## src/rtl/show2c_bcd_seq.sv

```systemverilog
// rtl/show2c_bcd_seq.sv - sequential signed/unsigned binary to packed BCD converter (double dabble)
module show2c_bcd_seq #(
    parameter int WIDTH  = 8,
    parameter int DIGITS = 4
) (
    input  logic                  clk,
    input  logic                  rst_n,
    input  logic                  start,
    input  logic                  signed_mode,
    input  logic [WIDTH-1:0]      din,
    output logic                  busy,
    output logic                  done,
    output logic                  sign,
    output logic [4*DIGITS-1:0]   bcd
);

    localparam int AW = 4 * DIGITS;
    localparam int CW = $clog2(WIDTH + 1);

    if (WIDTH < 2 || WIDTH > 16 || DIGITS < 1 || (64'd10 ** DIGITS) < (64'd1 << WIDTH)) begin : g_param_check
        $error("show2c_bcd_seq: WIDTH must be 2..16 and 10**DIGITS >= 2**WIDTH");
    end

    typedef enum logic {S_IDLE, S_CONVERT} state_t;

    state_t          r_state;
    state_t          w_next;
    logic [WIDTH-1:0] r_mag;
    logic [WIDTH-1:0] w_neg;
    logic [AW-1:0]   r_acc;
    logic [AW-1:0]   w_adj;
    logic [AW-1:0]   w_shift;
    logic [AW-1:0]   r_bcd;
    logic [CW-1:0]   r_cnt;
    logic            r_pend;
    logic            r_sign;
    logic            r_done;
    logic            w_accept;
    logic            w_last;
    logic            w_neg_in;

    always_ff @(posedge clk) begin
        if (!rst_n) r_state <= S_IDLE;
        else        r_state <= w_next;
    end

    always_comb begin
        w_next   = r_state;
        w_accept = 1'b0;
        w_last   = 1'b0;
        case (r_state)
            S_IDLE: begin
                if (start) begin
                    w_next   = S_CONVERT;
                    w_accept = 1'b1;
                end
            end
            S_CONVERT: begin
                if (r_cnt == CW'(1)) begin
                    w_next = S_IDLE;
                    w_last = 1'b1;
                end
            end
            default: w_next = S_IDLE;
        endcase
    end

    // All nibbles are corrected in parallel before the shift.
    always_comb begin
        w_adj = r_acc;
        for (int k = 0; k < DIGITS; k++) begin
            if (r_acc[4*k +: 4] >= 4'd5) w_adj[4*k +: 4] = r_acc[4*k +: 4] + 4'd3;
        end
    end

    assign w_shift  = {w_adj[AW-2:0], r_mag[WIDTH-1]};
    assign w_neg    = ~din + {{(WIDTH-1){1'b0}}, 1'b1};
    assign w_neg_in = signed_mode & din[WIDTH-1];

    always_ff @(posedge clk) begin
        if (!rst_n) begin
            r_mag  <= '0;
            r_acc  <= '0;
            r_cnt  <= '0;
            r_pend <= 1'b0;
            r_bcd  <= '0;
            r_sign <= 1'b0;
            r_done <= 1'b0;
        end else begin
            r_done <= 1'b0;
            if (w_accept) begin
                r_mag  <= w_neg_in ? w_neg : din;
                r_pend <= w_neg_in;
                r_acc  <= '0;
                r_cnt  <= CW'(WIDTH);
            end else if (r_state == S_CONVERT) begin
                r_acc <= w_shift;
                r_mag <= {r_mag[WIDTH-2:0], 1'b0};
                r_cnt <= r_cnt - CW'(1);
                // Outputs only move on the final iteration so partial sums never show.
                if (w_last) begin
                    r_bcd  <= w_shift;
                    r_sign <= r_pend;
                    r_done <= 1'b1;
                end
            end
        end
    end

    assign busy = (r_state == S_CONVERT);
    assign done = r_done;
    assign sign = r_sign;
    assign bcd  = r_bcd;

endmodule

```

## config.mk

```make
export PLATFORM = sky130hd
export DESIGN_NAME = show2c_bcd_seq
export DESIGN_NICKNAME = d
export VERILOG_FILES = /design/src/rtl/show2c_bcd_seq.sv
export SDC_FILE = /design/constraint.sdc
export NUM_CORES = 1
export LEC_CHECK = 0
export BUFFER_PORTS_ARGS = -buffer_cell sky130_fd_sc_hd__buf_2
export CAP_MARGIN = 20
export CELL_PAD_IN_SITES_DETAIL_PLACEMENT = 0
export CELL_PAD_IN_SITES_GLOBAL_PLACEMENT = 2
export CORE_MARGIN = 3
export CORE_UTILIZATION = 36
export DETAILED_ROUTE_END_ITERATION = 12
export GPL_TIMING_DRIVEN = 0
export HOLD_SLACK_MARGIN = 0.06
export PLACE_DENSITY_LB_ADDON = 0.1
export SYNTH_ARGS = -nofsm -noshare
export SYNTH_HDL_FRONTEND = slang
export SYNTH_SLANG_ARGS = --single-unit
```

## constraint.sdc

```tcl
create_clock -name clk -period 3.9 [get_ports clk]
set_clock_uncertainty 0.05 [all_clocks]
set_input_delay 0.585 -clock clk [delete_from_list [all_inputs] [get_ports clk]]
set_output_delay 0.585 -clock clk [all_outputs]
set_load 0.05 [all_outputs]
```

==> reports/qor.txt <==
worst hold path type: reg -> reg
nets@finish: 332
Clock Tree Buf Depth: 2
Main synth FF type: dfxtp_1
die area: 0.007309 sq mm
Leak: 0.001003 uW
FF-to-FF setup slack: 1.87 ns
Synth Area per Inst: 8.332 sq um
register area share after synthesis: 42.24%
number of CTS-inserted buffers: 5
crit path DAT: 2.22 ns
layer with the highest usage: met2
Setup WS post-layout: 1.873 ns
PwrDens: 389.3 mW/mm^2
Seq cells post-synth: 48
layout cells sized above 1: 14.19%
fmax: 493.2 MHz
Post-synth EDFFs: 0
largest net degree at the start of global routing: 16
Syn-to-layout area delta: 15.84%
drt via density: 5.101
share of the synthesized area in the top cell type: 42.24%
first-pass GRT wire length: 8907 um
total global-route track usage: 15.54%
hpwl dp: 3870 um
Routed wire per std cell: 14.16 um
MaxCap Viol Count: 0
Startpoint Class: register
synth unique cells: 32
vias in the first global route: 1,773
Clk pin slew, worst setup/hold paths: 0.10 ns
syn nets: 296
cts hold-fix bufs: 0
most common cell after layout, fill and taps aside: dfxtp_1
CP Class: reg -> reg
GP Congestion: 0.7680
Max FO, Critical Path: 10
Reg2Reg Launch Point: r_cnt[1]
Antenna Violating Nets Remaining: 0
area leader, netlist: dfxtp_1
met3 GRT Util: 3.362%
M2 GR Usage: 24.08%
Final Slew Violations: 0
Die Wd: 85.49 um
Worst VDD drop: 0.1255 mV
post-synthesis cell count: 273
Critical R2R Capture: bcd[9]
met1 usage: 21.46%
Initial Util: 37.75%
drt initial violations: 96
Synth Cell Area: 0.002275 sq mm
Final Critical Period: 2.027 ns
RSZ-0062 raised after global routing: no
CTS root buf: clkbuf_8
synth top area cells: dfxtp_1 (42%), o21ai_0 (7.5%), a21oi_1 (6.6%)
ANT cells: 0
CTS tree: done
Worst Hold End: bcd[4]
vias: 1,964
Num Clock Sinks: 48
asr flop ratio synth: 0%
post-CTS sizing: 0
Worst EP required: 4.09 ns
I/O pin cnt: 31
hold depth: 2
crit share post-route: 51.99%
grt total ovfl: 0
# setup viols final: 0
hold path startpoint: bcd[4]
DRT Pass-1 Iters: 4
Worst setup EP type: register
Slew headroom: 46.53%
CP startpoint: r_cnt[1]
# rows: 28
Fin. Hold Viols: 0
R2R depth: 7
dpl ws: 1.583 ns
H-tree levels: 2
height of the die: 85.49 um
Slew @ Worst Pin: 0.7991 ns
most frequent cells in the layout: dfxtp_1 (48), o21ai_0 (34), buf_2 (31)
input/output buffers: 29
Post-CTS Setup Bufs: 0
core area: 0.006026 sq mm
yosys warns: 0
final WL: 5451 um
status: completed
DRC viols: 0
initial antenna violation count: 0
clk_lat worst skew: 0.31 ns
TNS Setup: 0 ns
## cell families (layout without fill, tap and decap cells)
logic type | after synthesis | in the layout | synth area share, %
muxes | 6 | 6 | 2.860
adders and majority gates | 11 | 11 | 6.051
and+or+nand+nor | 88 | 88 | 19.69
xor gates and xnor gates | 12 | 12 | 4.620
DFF | 48 | 48 | 42.24
buffers and inverters | 24 | 61 | 4.070
AOI/OAI and AO/OA | 84 | 84 | 20.46
## per-stage QoR
stage          instances  hold slack (ns)  cell area, sq um  util [%]  total power (uW)
2_1_floorplan        273           0.3928              2275         -             607.9
3_3_place_gp         377           0.3801              2514     41.72             645.3
3_5_place_dp         377           0.3875              2514     41.72             646.7
5_1_grt              385           0.4286              2635     43.73              1072
6_report             385           0.4032              2635     43.73              1026
4_1_cts              385           0.4099              2635     43.73              1034
## state kept, by name (all words and copies together), names as in the netlist
name / cells
r_pend: 1
sign: 1
r_acc: 16
bcd: 16
done: 1
r_mag: 8
r_cnt: 4
busy: 1
## synth_stat cells (2+ instances only)
| cell type | instances |
|---|---|
| a21oi_1 | 30 |
| a22o_1 | 2 |
| a31oi_1 | 2 |
| buf_1 | 2 |
| buf_2 | 2 |
| clkbuf_1 | 6 |
| dfxtp_1 | 48 |
| ha_1 | 11 |
| inv_1 | 14 |
| mux2_2 | 4 |
| mux2i_1 | 2 |
| nand2_1 | 26 |
| nand2b_1 | 12 |
| nand3_1 | 10 |
| nor2_1 | 14 |
| nor2b_1 | 10 |
| nor3_1 | 5 |
| nor3b_1 | 8 |
| o21ai_0 | 34 |
| o22ai_1 | 8 |
| or4_1 | 2 |
| xnor2_1 | 10 |
| xor2_1 | 2 |
## area by class of cell
cell class | count | area, sq um
Inverter | 14 | 52.55
Fill cell | 622 | 3391
Sequential cell | 48 | 960.9
Multi-Input combinational cell | 201 | 1221
Timing Repair Buffer | 29 | 145.1
Buffer | 10 | 40.04
Clock buffer | 6 | 82.58
Clock inverter | 2 | 38.79
Tap cell | 75 | 93.84
## worst max-delay path, cell delays in order, from the launching register on
cell,delay (ns)
dfxtp_1,0.37
inv_1,0.07
ha_1,0.18
nor4bb_1,0.15
nor2_1,0.61
buf_2,0.37
nand2_1,0.08
o21ai_0,0.06
## how the worst max path moves through the flow
stage	end	slack, ns	cells after the start
2_1_floorplan	r_mag[7]	2.13	3
3_3_place_gp	bcd[8]	1.61	6
3_5_place_dp	bcd[10]	1.58	6
4_1_cts	bcd[10]	1.80	7
5_1_grt	bcd[13]	1.65	7
6_report	bcd[9]	1.87	7
## routing by layer
| layer | part of all wire [%] | vias up |
|---|---|---|
| met5 | 0 | - |
| met4 | 1.3 | 0 |
| met3 | 3.3 | 6 |
| met2 | 45 | 34 |
| met1 | 50 | 901 |
| li1 | - | 1023 |
## report_power, final
part / switching, uW / total, uW / internal [uW]
logic: 73.4 / 118 / 44.8
registers: 11.2 / 516 / 504
clock network: 182 / 392 / 210
total: 266 / 1030 / 759
Power figures use the tool's default switching activity.
